**src/rtl/piso_pkg.sv**
```systemverilog
// Shared constants for the piso transmitter: FSM encoding and counter widths.
// Latency: n/a (package only).
// Backpressure: n/a (package only).
package piso_pkg;

  // FSM state encoding
  localparam logic [1:0] ST_IDLE  = 2'd0;
  localparam logic [1:0] ST_SHIFT = 2'd1;
  localparam logic [1:0] ST_GAP   = 2'd2;

  // Inter-word gap counter width (GAP parameter range 0..15)
  localparam int GAP_CNT_W = 4;

  // Bit counter width: clog2(width), never below one bit
  function automatic int bitcnt_w(input int width);
    return (width <= 2) ? 1 : $clog2(width);
  endfunction

endpackage

```
**src/rtl/piso_buf.sv**
```systemverilog
// Two-entry word FIFO in front of the piso shifter.
// Latency: a written word is visible on rd_data the cycle after the write edge.
// Backpressure: caller must not write when count==2 unless it also reads.
//
// Ports: clk/rst (sync, active-high), wr_en/wr_data push, rd_en pop,
//        rd_data = current head (valid when count>0), count = occupancy 0..2.
module piso_buf #(
  parameter int WIDTH = 4
) (
  input  logic             clk,
  input  logic             rst,
  input  logic             wr_en,
  input  logic [WIDTH-1:0] wr_data,
  input  logic             rd_en,
  output logic [WIDTH-1:0] rd_data,
  output logic [1:0]       count
);

  logic [WIDTH-1:0] mem [2];
  logic             wr_ptr;
  logic             rd_ptr;

  assign rd_data = mem[rd_ptr];

  always_ff @(posedge clk) begin
    if (rst) begin
      mem[0] <= '0;
      mem[1] <= '0;
      wr_ptr <= 1'b0;
      rd_ptr <= 1'b0;
      count  <= 2'd0;
    end else begin
      if (wr_en) begin
        mem[wr_ptr] <= wr_data;
        wr_ptr      <= ~wr_ptr;
      end
      if (rd_en) begin
        rd_ptr <= ~rd_ptr;
      end
      // simultaneous push and pop leave occupancy unchanged
      case ({wr_en, rd_en})
        2'b10:   count <= count + 2'd1;
        2'b01:   count <= count - 2'd1;
        default: count <= count;
      endcase
    end
  end

endmodule

```
**src/rtl/piso_tx.sv**
```systemverilog
// Parallel-in/serial-out transmitter feeding a sipo (sout -> sin, sout_en -> enable).
// Latency: word accepted at edge k has its first bit on sout (sout_en=1) after edge k+1.
// Backpressure: in_ready drops when the 2-entry buffer is full; pause stalls shifting.
//
// Ports: clk, rst (sync, active-high); in_data/in_valid/in_ready word handshake;
//        pause stall request; sout/sout_en serial bit + strobe (registered);
//        frame_done pulse with the last bit of a word; busy = buffered/shifting/gap.
module piso_tx
  import piso_pkg::*;
#(
  parameter int WIDTH     = 4,
  parameter bit MSB_FIRST = 1'b1,
  parameter int GAP       = 0
) (
  input  logic             clk,
  input  logic             rst,
  input  logic [WIDTH-1:0] in_data,
  input  logic             in_valid,
  output logic             in_ready,
  input  logic             pause,
  output logic             sout,
  output logic             sout_en,
  output logic             frame_done,
  output logic             busy
);

  localparam int BCW = bitcnt_w(WIDTH);
  localparam logic [BCW-1:0]       LAST_BIT = BCW'(WIDTH - 1);
  localparam logic [BCW-1:0]       PENULT   = BCW'(WIDTH - 2);
  localparam logic [GAP_CNT_W-1:0] GAP_LAST = GAP_CNT_W'(GAP - 1);

  logic [1:0]           state, state_nxt;
  logic [WIDTH-1:0]     shreg;
  logic [BCW-1:0]       bitcnt;
  logic [GAP_CNT_W-1:0] gapcnt;

  logic [WIDTH-1:0] head;
  logic [1:0]       count;
  logic             wr_en;
  logic             load;      // pop head and put its first bit on the wire
  logic             advance;   // put the next bit of the current word on the wire
  logic             load_ok;
  logic             last;
  logic             gap_last;
  logic             nxt_sout, nxt_en, nxt_fd;

  assign in_ready = (count != 2'd2) && !rst;
  assign wr_en    = in_valid && in_ready;
  assign busy     = (count != 2'd0) || (state != ST_IDLE);

  piso_buf #(.WIDTH(WIDTH)) u_buf (
    .clk     (clk),
    .rst     (rst),
    .wr_en   (wr_en),
    .wr_data (in_data),
    .rd_en   (load),
    .rd_data (head),
    .count   (count)
  );

  // bitcnt is the index of the bit already placed on sout for the current word,
  // so "last" means the final bit is on the wire and the word is complete.
  assign load_ok  = (count != 2'd0) && !pause;
  assign last     = (bitcnt == LAST_BIT);
  assign gap_last = (gapcnt == GAP_LAST);

  // FSM: state register
  always_ff @(posedge clk) begin
    if (rst) state <= ST_IDLE;
    else     state <= state_nxt;
  end

  // FSM: next state and datapath strobes
  always_comb begin
    state_nxt = state;
    load      = 1'b0;
    advance   = 1'b0;
    case (state)
      ST_IDLE: begin
        load      = load_ok;
        state_nxt = load_ok ? ST_SHIFT : ST_IDLE;
      end
      ST_SHIFT: begin
        if (last) begin
          if (GAP > 0) begin
            state_nxt = ST_GAP;
          end else begin
            // back-to-back: next word's first bit follows with no bubble
            load      = load_ok;
            state_nxt = load_ok ? ST_SHIFT : ST_IDLE;
          end
        end else begin
          advance = !pause;
        end
      end
      ST_GAP: begin
        // final gap cycle hands over directly so exactly GAP idle cycles appear
        if (gap_last) begin
          load      = load_ok;
          state_nxt = load_ok ? ST_SHIFT : ST_IDLE;
        end
      end
      default: state_nxt = ST_IDLE;
    endcase
  end

  // FSM: next values of the registered serial outputs
  always_comb begin
    nxt_sout = 1'b0;
    nxt_en   = 1'b0;
    nxt_fd   = 1'b0;
    if (load) begin
      nxt_sout = MSB_FIRST ? head[WIDTH-1] : head[0];
      nxt_en   = 1'b1;
    end else if (advance) begin
      nxt_sout = MSB_FIRST ? shreg[WIDTH-1] : shreg[0];
      nxt_en   = 1'b1;
      nxt_fd   = (bitcnt == PENULT);
    end else if ((state == ST_SHIFT) && !last) begin
      // paused mid-word: keep the current bit on the wire
      nxt_sout = sout;
    end
  end

  // Datapath and output registers
  always_ff @(posedge clk) begin
    if (rst) begin
      shreg      <= '0;
      bitcnt     <= '0;
      gapcnt     <= '0;
      sout       <= 1'b0;
      sout_en    <= 1'b0;
      frame_done <= 1'b0;
    end else begin
      sout       <= nxt_sout;
      sout_en    <= nxt_en;
      frame_done <= nxt_fd;
      // shreg holds the bits not yet sent, next one at the outgoing end
      if (load) begin
        shreg  <= MSB_FIRST ? {head[WIDTH-2:0], 1'b0} : {1'b0, head[WIDTH-1:1]};
        bitcnt <= '0;
      end else if (advance) begin
        shreg  <= MSB_FIRST ? {shreg[WIDTH-2:0], 1'b0} : {1'b0, shreg[WIDTH-1:1]};
        bitcnt <= bitcnt + 1'b1;
      end
      if ((state == ST_GAP) && !gap_last) gapcnt <= gapcnt + 1'b1;
      else                                gapcnt <= '0;
    end
  end

endmodule

```
**config.mk**
```make
export PLATFORM = sky130hd
export DESIGN_NAME = piso_tx
export DESIGN_NICKNAME = d
export VERILOG_FILES = /design/src/rtl/piso_pkg.sv /design/src/rtl/piso_buf.sv /design/src/rtl/piso_tx.sv
export SDC_FILE = /design/constraint.sdc
export NUM_CORES = 1
export LEC_CHECK = 0
export CAP_MARGIN = 20
export CORE_UTILIZATION = 53
export CTS_CLUSTER_SIZE = 8
export DETAILED_ROUTE_END_ITERATION = 10
export DONT_BUFFER_PORTS = 1
export PLACE_DENSITY = 0.71
export SYNTH_ARGS = -nofsm -noshare
export SYNTH_HDL_FRONTEND = slang
export SYNTH_SLANG_ARGS = --single-unit
```
**constraint.sdc**
```tcl
create_clock -name clk -period 2 [get_ports clk]
set_clock_uncertainty 0.15 [all_clocks]
set_input_delay 0.3 -clock clk [delete_from_list [all_inputs] [get_ports clk]]
set_output_delay 0.3 -clock clk [all_outputs]
set_load 0.01 [all_outputs]
```
==> flow_summary.json <==
{
  "place.gp.congestion": 0.783,
  "rows": 14,
  "fin_nets": 106,
  "synthTopCellsByCount": "dfxtp_1 (14), nor2_1 (12), and2_1 (8), edfxtp_1 (8)",
  "slowest_stage": "dfxtp_2",
  "period_share_pct": 94.5,
  "start_util_pct": 59.6,
  "status": "finished clean",
  "fin_setup_tns_ps": 0,
  "arrival_ps": 1970,
  "worstPathRequired_ps": 2080,
  "max_freq_ghz": 0.529,
  "cp_max_fo": 3,
  "wirelength_microns": 1350,
  "io_buffer_count": 0,
  "clk_pin_slew_ps": 110,
  "drcViolationCount": 0,
  "grtUsageTotal_pct": 17.5,
  "power.total_w": 0.00112,
  "synth_nets": 98,
  "ys_ff_latch": 22,
  "synth_top_area_cell": "dfxtp_1",
  "powerDensity_mw_per_mm2": 1090,
  "antennaDiodeCount": 0,
  "yosys-top-cells-area": "dfxtp_1 (30%), edfxtp_1 (25%), and2_1 (5.3%)",
  "switching_share_pct": 31.4,
  "yosys.area.top_type_share_pct": 29.5,
  "worstSetupPathType": "reg2reg",
  "preCtsSetupSlack_ps": 116,
  "p_comb_share_pct": 28.2,
  "intPower_w": 0.000772,
  "postRouteAntennaNets": 0,
  "avgSynthCellArea_sq_um": 10.9,
  "core_sq_mm": 0.00159,
  "root_buffer": "clkbuf_4",
  "nFillCells": 134,
  "cts_made_buffers": 3,
  "synth-async-reset-ratio_pct": 0,
  "setup.worst_path.end_class": "register",
  "setup_ws_ps": 111,
  "synth.cell_area_sq_um": 950,
  "clkPwrFrac_pct": 17.2,
  "worst_pin_slew_ps": 475,
  "netlist_instances": 87,
  "wire_per_inst_microns": 11.4,
  "num_vias": 596,
  "cts_tree": "yes",
  "grt_antenna_before_repair": 0,
  "clkSinkCount": 22,
  "syn_to_final_growth_pct": 9.09,
  "overflow": 0,
  "switching_power_w": 0.000353,
  "die_y_microns": 44.3,
  "drt_iter0_markers": 4,
  "dieArea_sq_mm": 0.00197,
  "irDropWorstVdd_mv": 0.538,
  "path_cells": "ha_1 > and2b_4 > nor3_4 > ha_1 > or3_1 > a21oi_1",
  "grt_start_max_net_pins": 14,
  "viasPerCell": 5.05,
  "slew_violations": 0,
  "min_period_ps": 1890,
  "slew_headroom_pct": 68.3,
  "place_hpwl_microns": 1010,
  "synthDistinctLibCells": 30,
  "yosysWarnings": 0,
  "rsz0062_at_grt": "false",
  "synth_most_common_cell": "dfxtp_1",
  "p_seq_share_pct": 54.6,
  "hp-class": "in2reg",
  "pin_count": 13,
  "p_leak_nw": 0.396,
  "hold_viol_final": 0,
  "clock_latency_ps": 290,
  "htreeDepth": 1,
  "grt_pass1_wl_microns": 2460,
  "drive_gt1_share_pct": 16.0,
  "ys_seq_area_share_pct": 54.8,
  "timing.max_cap.violations": 0,
  "grt_pass1_vias": 595,
  "slowest_delay_ps": 350,
  "detailedRoute.firstPassIterationCount": 4,
  "synth_edf_count": 8,
  "cpMostUsedCell": "ha_1",
  "setup_viol": 0,
  "start_kind": "register",
  "synth_ff_type": "dfxtp_1",
  "cts_buffer_depth": 2,
  "die_w_microns": 44.3
}
[worst paths after layout]
kind / startpoint / to / slack (ps) / cells after the start
worst max-delay path: bitcnt[0] / u_buf.count[1] / 110 / 6
worst min-delay path: pause / state[0] / 30 / 3
worst max register to register: bitcnt[0] / u_buf.count[1] / 110 / 6
worst min register to register: shreg[3] / shreg[3] / 320 / 2
[power by group through the flow]
stage | clock network, W | registers, W | logic (W)
after detailed placement | 0 | 0.000625 | 0.000311
after CTS | 0.000203 | 0.000613 | 0.000319
after global routing | 0.000221 | 0.000627 | 0.000362
final | 0.000194 | 0.000614 | 0.000317
after global placement | 0 | 0.000622 | 0.000306
after floorplan | 0 | 0.000608 | 0.000262
[area by class of cell]
class	instances	area, sq um	area share [%]
sequential	22	522	50.4
multi-input combinational	61	414	40.0
timing repair buffer	4	32.5	3.14
tap	24	30.0	2.90
clock buffer	3	22.5	2.17
inverter	3	11.3	1.09
clock inverter	1	3.75	0.362
[cells in the final DEF, fill, tap and decap left out]
cell,synthesis,layout
nor2_2,2,2
xor2_1,2,2
a211oi_1,1,1
mux2i_1,1,1
nand2b_1,1,1
a21oi_1,3,3
buf_4,0,3
and3_1,2,2
o21a_1,1,1
and2b_4,1,1
clkinv_1,0,1
a2111oi_1,1,1
a22oi_1,2,2
nor3_1,1,1
o21ai_0,3,3
nand2_1,3,3
dlygate4sd3_1,0,1
mux2_2,3,3
o211ai_1,1,1
nor2_1,12,12
xnor2_1,3,3
edfxtp_1,8,8
dfxtp_1,14,13
dfxtp_2,0,1
inv_1,3,3
or2_2,1,1
nor3b_1,1,1
a211o_1,1,1
ha_1,3,3
clkbuf_4,0,3
or3_1,2,2
a21o_1,1,1
nor3_4,1,1
and2_1,8,8
[repair_timing]
item / in CTS / in global routing
endpoints found under the setup margin: 0 / 1
gates resized for setup: 0 / 1
hold buffers: 1 / 0
hold endpoints to repair: 13 / 0
setup buffers: 0 / 0
[per-stage QoR]
stage,hold WS [ps],utilization (%),cell area [sq um],std cells
floorplan,227,-,950,87
global placement,222,62.6,998,113
detailed placement,224,62.6,998,113
CTS,12.4,64.9,1030,118
global route,22.9,65.0,1040,118
finish,28.0,65.0,1040,118
[layer usage]
layer | routed length [microns] | global-route usage [%]
met1 | 675 | 22.5
met2 | 587 | 27.6
met3 | 76 | 3.67
met4 | 10 | 9.09
met5 | 0 | 0
[registers in the layout, indices dropped and copies added, names as in the netlist, named ones only]
name / count
bitcnt: 2
frame_done: 1
shreg: 3
sout: 1
sout_en: 1
state: 1
u_buf.count: 2
u_buf.mem: 8
u_buf.rd_ptr: 1
u_buf.wr_ptr: 1
[kinds of logic after synthesis]
group                      count (synthesis)  share of synthesized area (%)
AOI/OAI and AO/OA                         14                           9.88
xor gates and xnor gates                   5                           4.61
adders and majority gates                  3                           3.95
buffers and inverters                      4                           1.58
DFF                                       22                           54.8
muxes                                      4                           4.61
and+or+nand+nor                           35                           20.6
[critical path: cells and delay by family, from the launching register on]
family / cells / cell delay [ps]
fa+ha+maj: 2 / 530
compound gates: 1 / 130
simple gates: 3 / 670
flops: 1 / 350
Note: power is estimated with default switching activity, not from simulation.
